**src/rtl/matmul_controller.sv**
```systemverilog
// matmul_controller: computes C = A x B for two N x N unsigned matrices using
// one shared external multiplier. Operands are captured on start, then one
// multiply-accumulate is issued per cycle (k fastest, then j, then i), and
// the finished result is published on out_mat together with a done pulse.
// Optional build macro MATMUL_SAT_EN: accumulations saturate at
// 2^ACC_WIDTH-1 instead of wrapping.
module matmul_controller #(
   parameter int DATA_WIDTH = 4,
   parameter int N          = 2,
   parameter int ACC_WIDTH  = 10
) (
   input  logic                          clk,
   input  logic                          rst,
   input  logic                          start,
   input  logic [N*N*DATA_WIDTH-1:0]     in_mat1,
   input  logic [N*N*DATA_WIDTH-1:0]     in_mat2,
   output logic [DATA_WIDTH-1:0]         mul_a,
   output logic [DATA_WIDTH-1:0]         mul_b,
   input  logic [DATA_WIDTH+3:0]         mul_p,
   output logic                          busy,
   output logic                          done,
   output logic [N*N*ACC_WIDTH-1:0]      out_mat
);

   // Index counters only need to reach N-1 (N is 2..4).
   localparam int IW = (N > 2) ? 2 : 1;
   localparam logic [IW-1:0] LAST = IW'(N - 1);

   typedef enum logic [1:0] {IDLE, MAC, DONE} state_t;

   state_t                       state;
   logic [IW-1:0]                i, j, k;
   logic [ACC_WIDTH-1:0]         acc;
   logic [ACC_WIDTH-1:0]         acc_sum;
   logic [N*N*DATA_WIDTH-1:0]    a_reg, b_reg;
   logic [N*N*ACC_WIDTH-1:0]     c_buf, c_next;

   // One accumulation step: partial sum plus zero-extended product,
   // either wrapping or clamping at the top of the result range.
   function automatic logic [ACC_WIDTH-1:0] accumulate(
      input logic [ACC_WIDTH-1:0]  base,
      input logic [DATA_WIDTH+3:0] prod
   );
`ifdef MATMUL_SAT_EN
      logic [ACC_WIDTH:0] wide;
      wide = {1'b0, base} + (ACC_WIDTH+1)'(prod);
      return wide[ACC_WIDTH] ? {ACC_WIDTH{1'b1}} : wide[ACC_WIDTH-1:0];
`else
      return base + ACC_WIDTH'(prod);
`endif
   endfunction

   // Present A[i][k] and B[k][j] to the shared multiplier, zero when not computing.
   always_comb begin
      mul_a = '0;
      mul_b = '0;
      if (state == MAC) begin
         mul_a = a_reg[(int'(i) * N + int'(k)) * DATA_WIDTH +: DATA_WIDTH];
         mul_b = b_reg[(int'(k) * N + int'(j)) * DATA_WIDTH +: DATA_WIDTH];
      end
   end

   // Next partial sum and result buffer; the final term of each dot product
   // lands in C[i][j] in the same edge that completes it.
   always_comb begin
      acc_sum = accumulate((k == '0) ? '0 : acc, mul_p);
      c_next  = c_buf;
      if (state == MAC && k == LAST) begin
         c_next[(int'(i) * N + int'(j)) * ACC_WIDTH +: ACC_WIDTH] = acc_sum;
      end
   end

   // Control FSM with index counters, operand capture, accumulator and result publish.
   always_ff @(posedge clk or posedge rst) begin
      if (rst) begin
         state   <= IDLE;
         i       <= '0;
         j       <= '0;
         k       <= '0;
         acc     <= '0;
         a_reg   <= '0;
         b_reg   <= '0;
         c_buf   <= '0;
         out_mat <= '0;
         busy    <= 1'b0;
         done    <= 1'b0;
      end else begin
         case (state)
            IDLE: begin
               done <= 1'b0;
               if (start) begin
                  a_reg <= in_mat1;
                  b_reg <= in_mat2;
                  i     <= '0;
                  j     <= '0;
                  k     <= '0;
                  busy  <= 1'b1;
                  state <= MAC;
               end
            end
            MAC: begin
               acc   <= acc_sum;
               c_buf <= c_next;
               if (k == LAST) begin
                  k <= '0;
                  if (j == LAST) begin
                     j <= '0;
                     if (i == LAST) begin
                        i       <= '0;
                        out_mat <= c_next;
                        busy    <= 1'b0;
                        done    <= 1'b1;
                        state   <= DONE;
                     end else begin
                        i <= i + 1'b1;
                     end
                  end else begin
                     j <= j + 1'b1;
                  end
               end else begin
                  k <= k + 1'b1;
               end
            end
            DONE: begin
               done  <= 1'b0;
               state <= IDLE;
            end
            default: begin
               busy  <= 1'b0;
               done  <= 1'b0;
               state <= IDLE;
            end
         endcase
      end
   end

endmodule
```
**config.mk**
```make
export PLATFORM = sky130hd
export DESIGN_NAME = matmul_controller
export DESIGN_NICKNAME = d
export VERILOG_FILES = /design/src/rtl/matmul_controller.sv
export SDC_FILE = /design/constraint.sdc
export NUM_CORES = 1
export LEC_CHECK = 0
export BUFFER_PORTS_ARGS = -buffer_cell sky130_fd_sc_hd__buf_2
export CORE_MARGIN = 3
export CORE_UTILIZATION = 55
export DETAILED_ROUTE_END_ITERATION = 7
export PLACE_DENSITY = 0.88
export SLEW_MARGIN = 25
export SYNTH_ARGS = -nofsm -noshare
export SYNTH_HDL_FRONTEND = slang
export SYNTH_SLANG_ARGS = --single-unit
```
**constraint.sdc**
```tcl
create_clock -name clk -period 4.35 [get_ports clk]
set_clock_uncertainty 0.15 [all_clocks]
set_input_delay 0.435 -clock clk [delete_from_list [all_inputs] [get_ports clk]]
set_output_delay 0.435 -clock clk [all_outputs]
set_load 0.01 [all_outputs]
```
==> flow_summary.toml <==
[status]
status = "completed"

[clocking]
cts_inserted_buffers = 17
clockBufferDepth = 2
clkTransAtPathRegs_ns = 0.06
clock_latency_ns = 0.52
cts.sinks = 119
h-tree-depth = 4
cts_tree = "done"
cts_root_buffer = "clkbuf_8"

[sta]
drv_slew = 0
timing.hold.ws_ns = 0.00360
period_needed_ns = 3.66
final-hold-violation-count = 0
finalSetupTns_ns = 0
worst_pin_slew_ns = 0.945
slew_headroom = 0.368
final-setup-viol-count = 0
rsz0062_at_grt = "no"
min_period_over_period = 0.841
fmax_mhz = 273

[pwr]
vdd_ir_drop_max_mv = 0.472
leakage_uw = 0.00353
power_frac_comb = 0.489
swShare = 0.415
intPower_uw = 3840
power_density_nw_per_um2 = 875
clockPowerShare = 0.221
switchingPower_uw = 2720
pwr-share-seq = 0.290

[yosys]
async_flop_share = 1.00
postSynthCellCount = 571
yosysUniqueCellTypes = 67
synth_seq_area_share = 0.483
dominantRegCellSynth = "dfrtp_1"
synth-edff-count = 0
synth_most_common_cell = "dfrtp_1"
syn-num-nets = 628
synth_area_leader_cell = "dfrtp_1"
ys_top_cells_by_count = "dfrtp_1 (119), nand2_1 (85), mux2_2 (51), nor2_1 (35), clkbuf_1 (23)"
ys_ff_latch = 119
synth_area_leaders = "dfrtp_1 (48%), mux2_2 (9.3%), nand2_1 (5.2%), mux4_2 (4.0%), ha_1 (2.6%)"
yosysTopAreaCellShare = 0.483
ys_warn_count = 0
avgSynthCellArea_um2 = 10.8
syn-cell-area_um2 = 6160

[setup_path]
start_kind = "flop"
crit_path_end_kind = "flop"
path_class = "reg2reg"
worstPathArrival_ns = 3.88
required_ns = 4.58
crit_fanout = 13

[grt]
grt_first_pass_wirelength_um = 29400
grt_overflow = 0
grt_pass1_vias = 5549
antenna_found_initial = 0
grt_use_total = 0.297
grt_max_degree = 45

[routing]
routed-via-count = 5154
via_per_inst = 6.25
antenna_left = 0
drc_errors = 0
wire_per_inst_um = 21.4
drtIter0Drc = 483
firstDrtPassIters = 6
routed_wl_um = 17700

[floorplanning]
die_w_um = 112
die_area_um2 = 12500
fp.dieH_um = 112
rows = 38
start_util = 0.566
io_pins = 93
core_area_um2 = 10900

[cells_and_area]
multi_input_area_um2 = 2980
reg_top3 = "out_mat: 40 flops, c_buf: 30 flops"
antennaDiodeCount = 0
top_register = "out_mat"
drive_above_1_share = 0.307
seqCellArea_um2 = 2980
syn_to_final_growth_pct = 21.7
largest_register_ffs = 40
nets = 729
num-fill-cells = 765

[flow_run]
maxCapViolations = 0

[placed_design]
io_buffers = 92
dpl.hpwl_um = 11600
gp_congestion = 0.928

[min_path]
min_path_type = "in2reg"
==> cell families after synthesis <==
kind of cell | share of synthesized area
buffers and inverters | 0.0335
muxes | 0.147
adders and majority gates | 0.0296
AOI/OAI and AO/OA | 0.155
xor gates and xnor gates | 0.00995
DFF | 0.483
and+or+nand+nor | 0.143
==> layout by cell type, fill, tap and decap left out, types with 12 or more instances in the layout <==
master	instances
clkbuf_16	16
buf_2	92
nand2_1	85
ha_1	13
dfrtp_1	119
mux2_2	51
dlygate4sd3_1	21
nor3_1	12
a22o_1	12
a21oi_1	13
nor2_1	35
and2_1	22
o21ai_0	14
==> timing repair <==
action | 4_1_cts | 5_1_grt
setup buffers | 0 | 0
setup endpoints to repair | 0 | 0
endpoints found under the hold margin | 62 | 0
hold buffers | 21 | 0
gates resized for setup | 0 | 0
==> critical path, stage by stage, from the launching register on <==
cell and delay, ns:
dfrtp_1 0.50, and2_1 0.20, ha_1 0.22, fa_1 0.45, a21o_1 0.25, a21oi_1 0.33, xnor2_1 0.28, mux4_2 0.57
o21ai_1 0.37, o21ai_0 0.18
==> layout make-up <==
| type | instances | area share |
|---|---|---|
| Clock buffer | 24 | 0.0600 |
| Clock inverter | 8 | 0.0195 |
| Inverter | 10 | 0.00534 |
| Multi-Input combinational cell | 403 | 0.398 |
| Sequential cell | 119 | 0.397 |
| Tap cell | 140 | 0.0233 |
| Timing Repair Buffer | 121 | 0.0974 |
==> routing by layer <==
metal,up-vias,track usage,part of all wire
met5,-,0,0
met4,0,0.127,0.035
met3,56,0.0663,0.071
met2,273,0.500,0.51
met1,2556,0.368,0.39
li1,2269,-,-
==> metrics by stage <==
step	util	setup slack (ns)	instances	total power [uW]	area, um2
after floorplan	-	0.608	571	4050	6160
after global placement	0.615	0.898	772	4870	6700
after detailed placement	0.615	0.778	772	4990	6700
after CTS	0.689	0.687	825	6490	7500
after global routing	0.689	0.488	825	6950	7500
final	0.689	0.691	825	6560	7500
==> worst paths after layout <==
path,from,end,slack [ns],cells past startpoint
max,k,out_mat[0],0.69,9
min,in_mat1[15],a_reg[15],0.004,2
max reg2reg,k,out_mat[0],0.69,9
min reg2reg,c_buf[19],c_buf[19],0.32,2
max in group asynchronous,rst,out_mat[34],2.75,4
min in group asynchronous,rst,b_reg[6],0.36,3
==> power by group through the flow <==
stage	clock [uW]	sequential, uW	combinational, uW
detailed placement	0	1890	3100
CTS	1450	1890	3150
global route	1500	1960	3480
finish	1450	1910	3210
global placement	0	1850	3020
floorplan	0	1880	2170
Note: power is estimated with default switching activity, not from simulation.
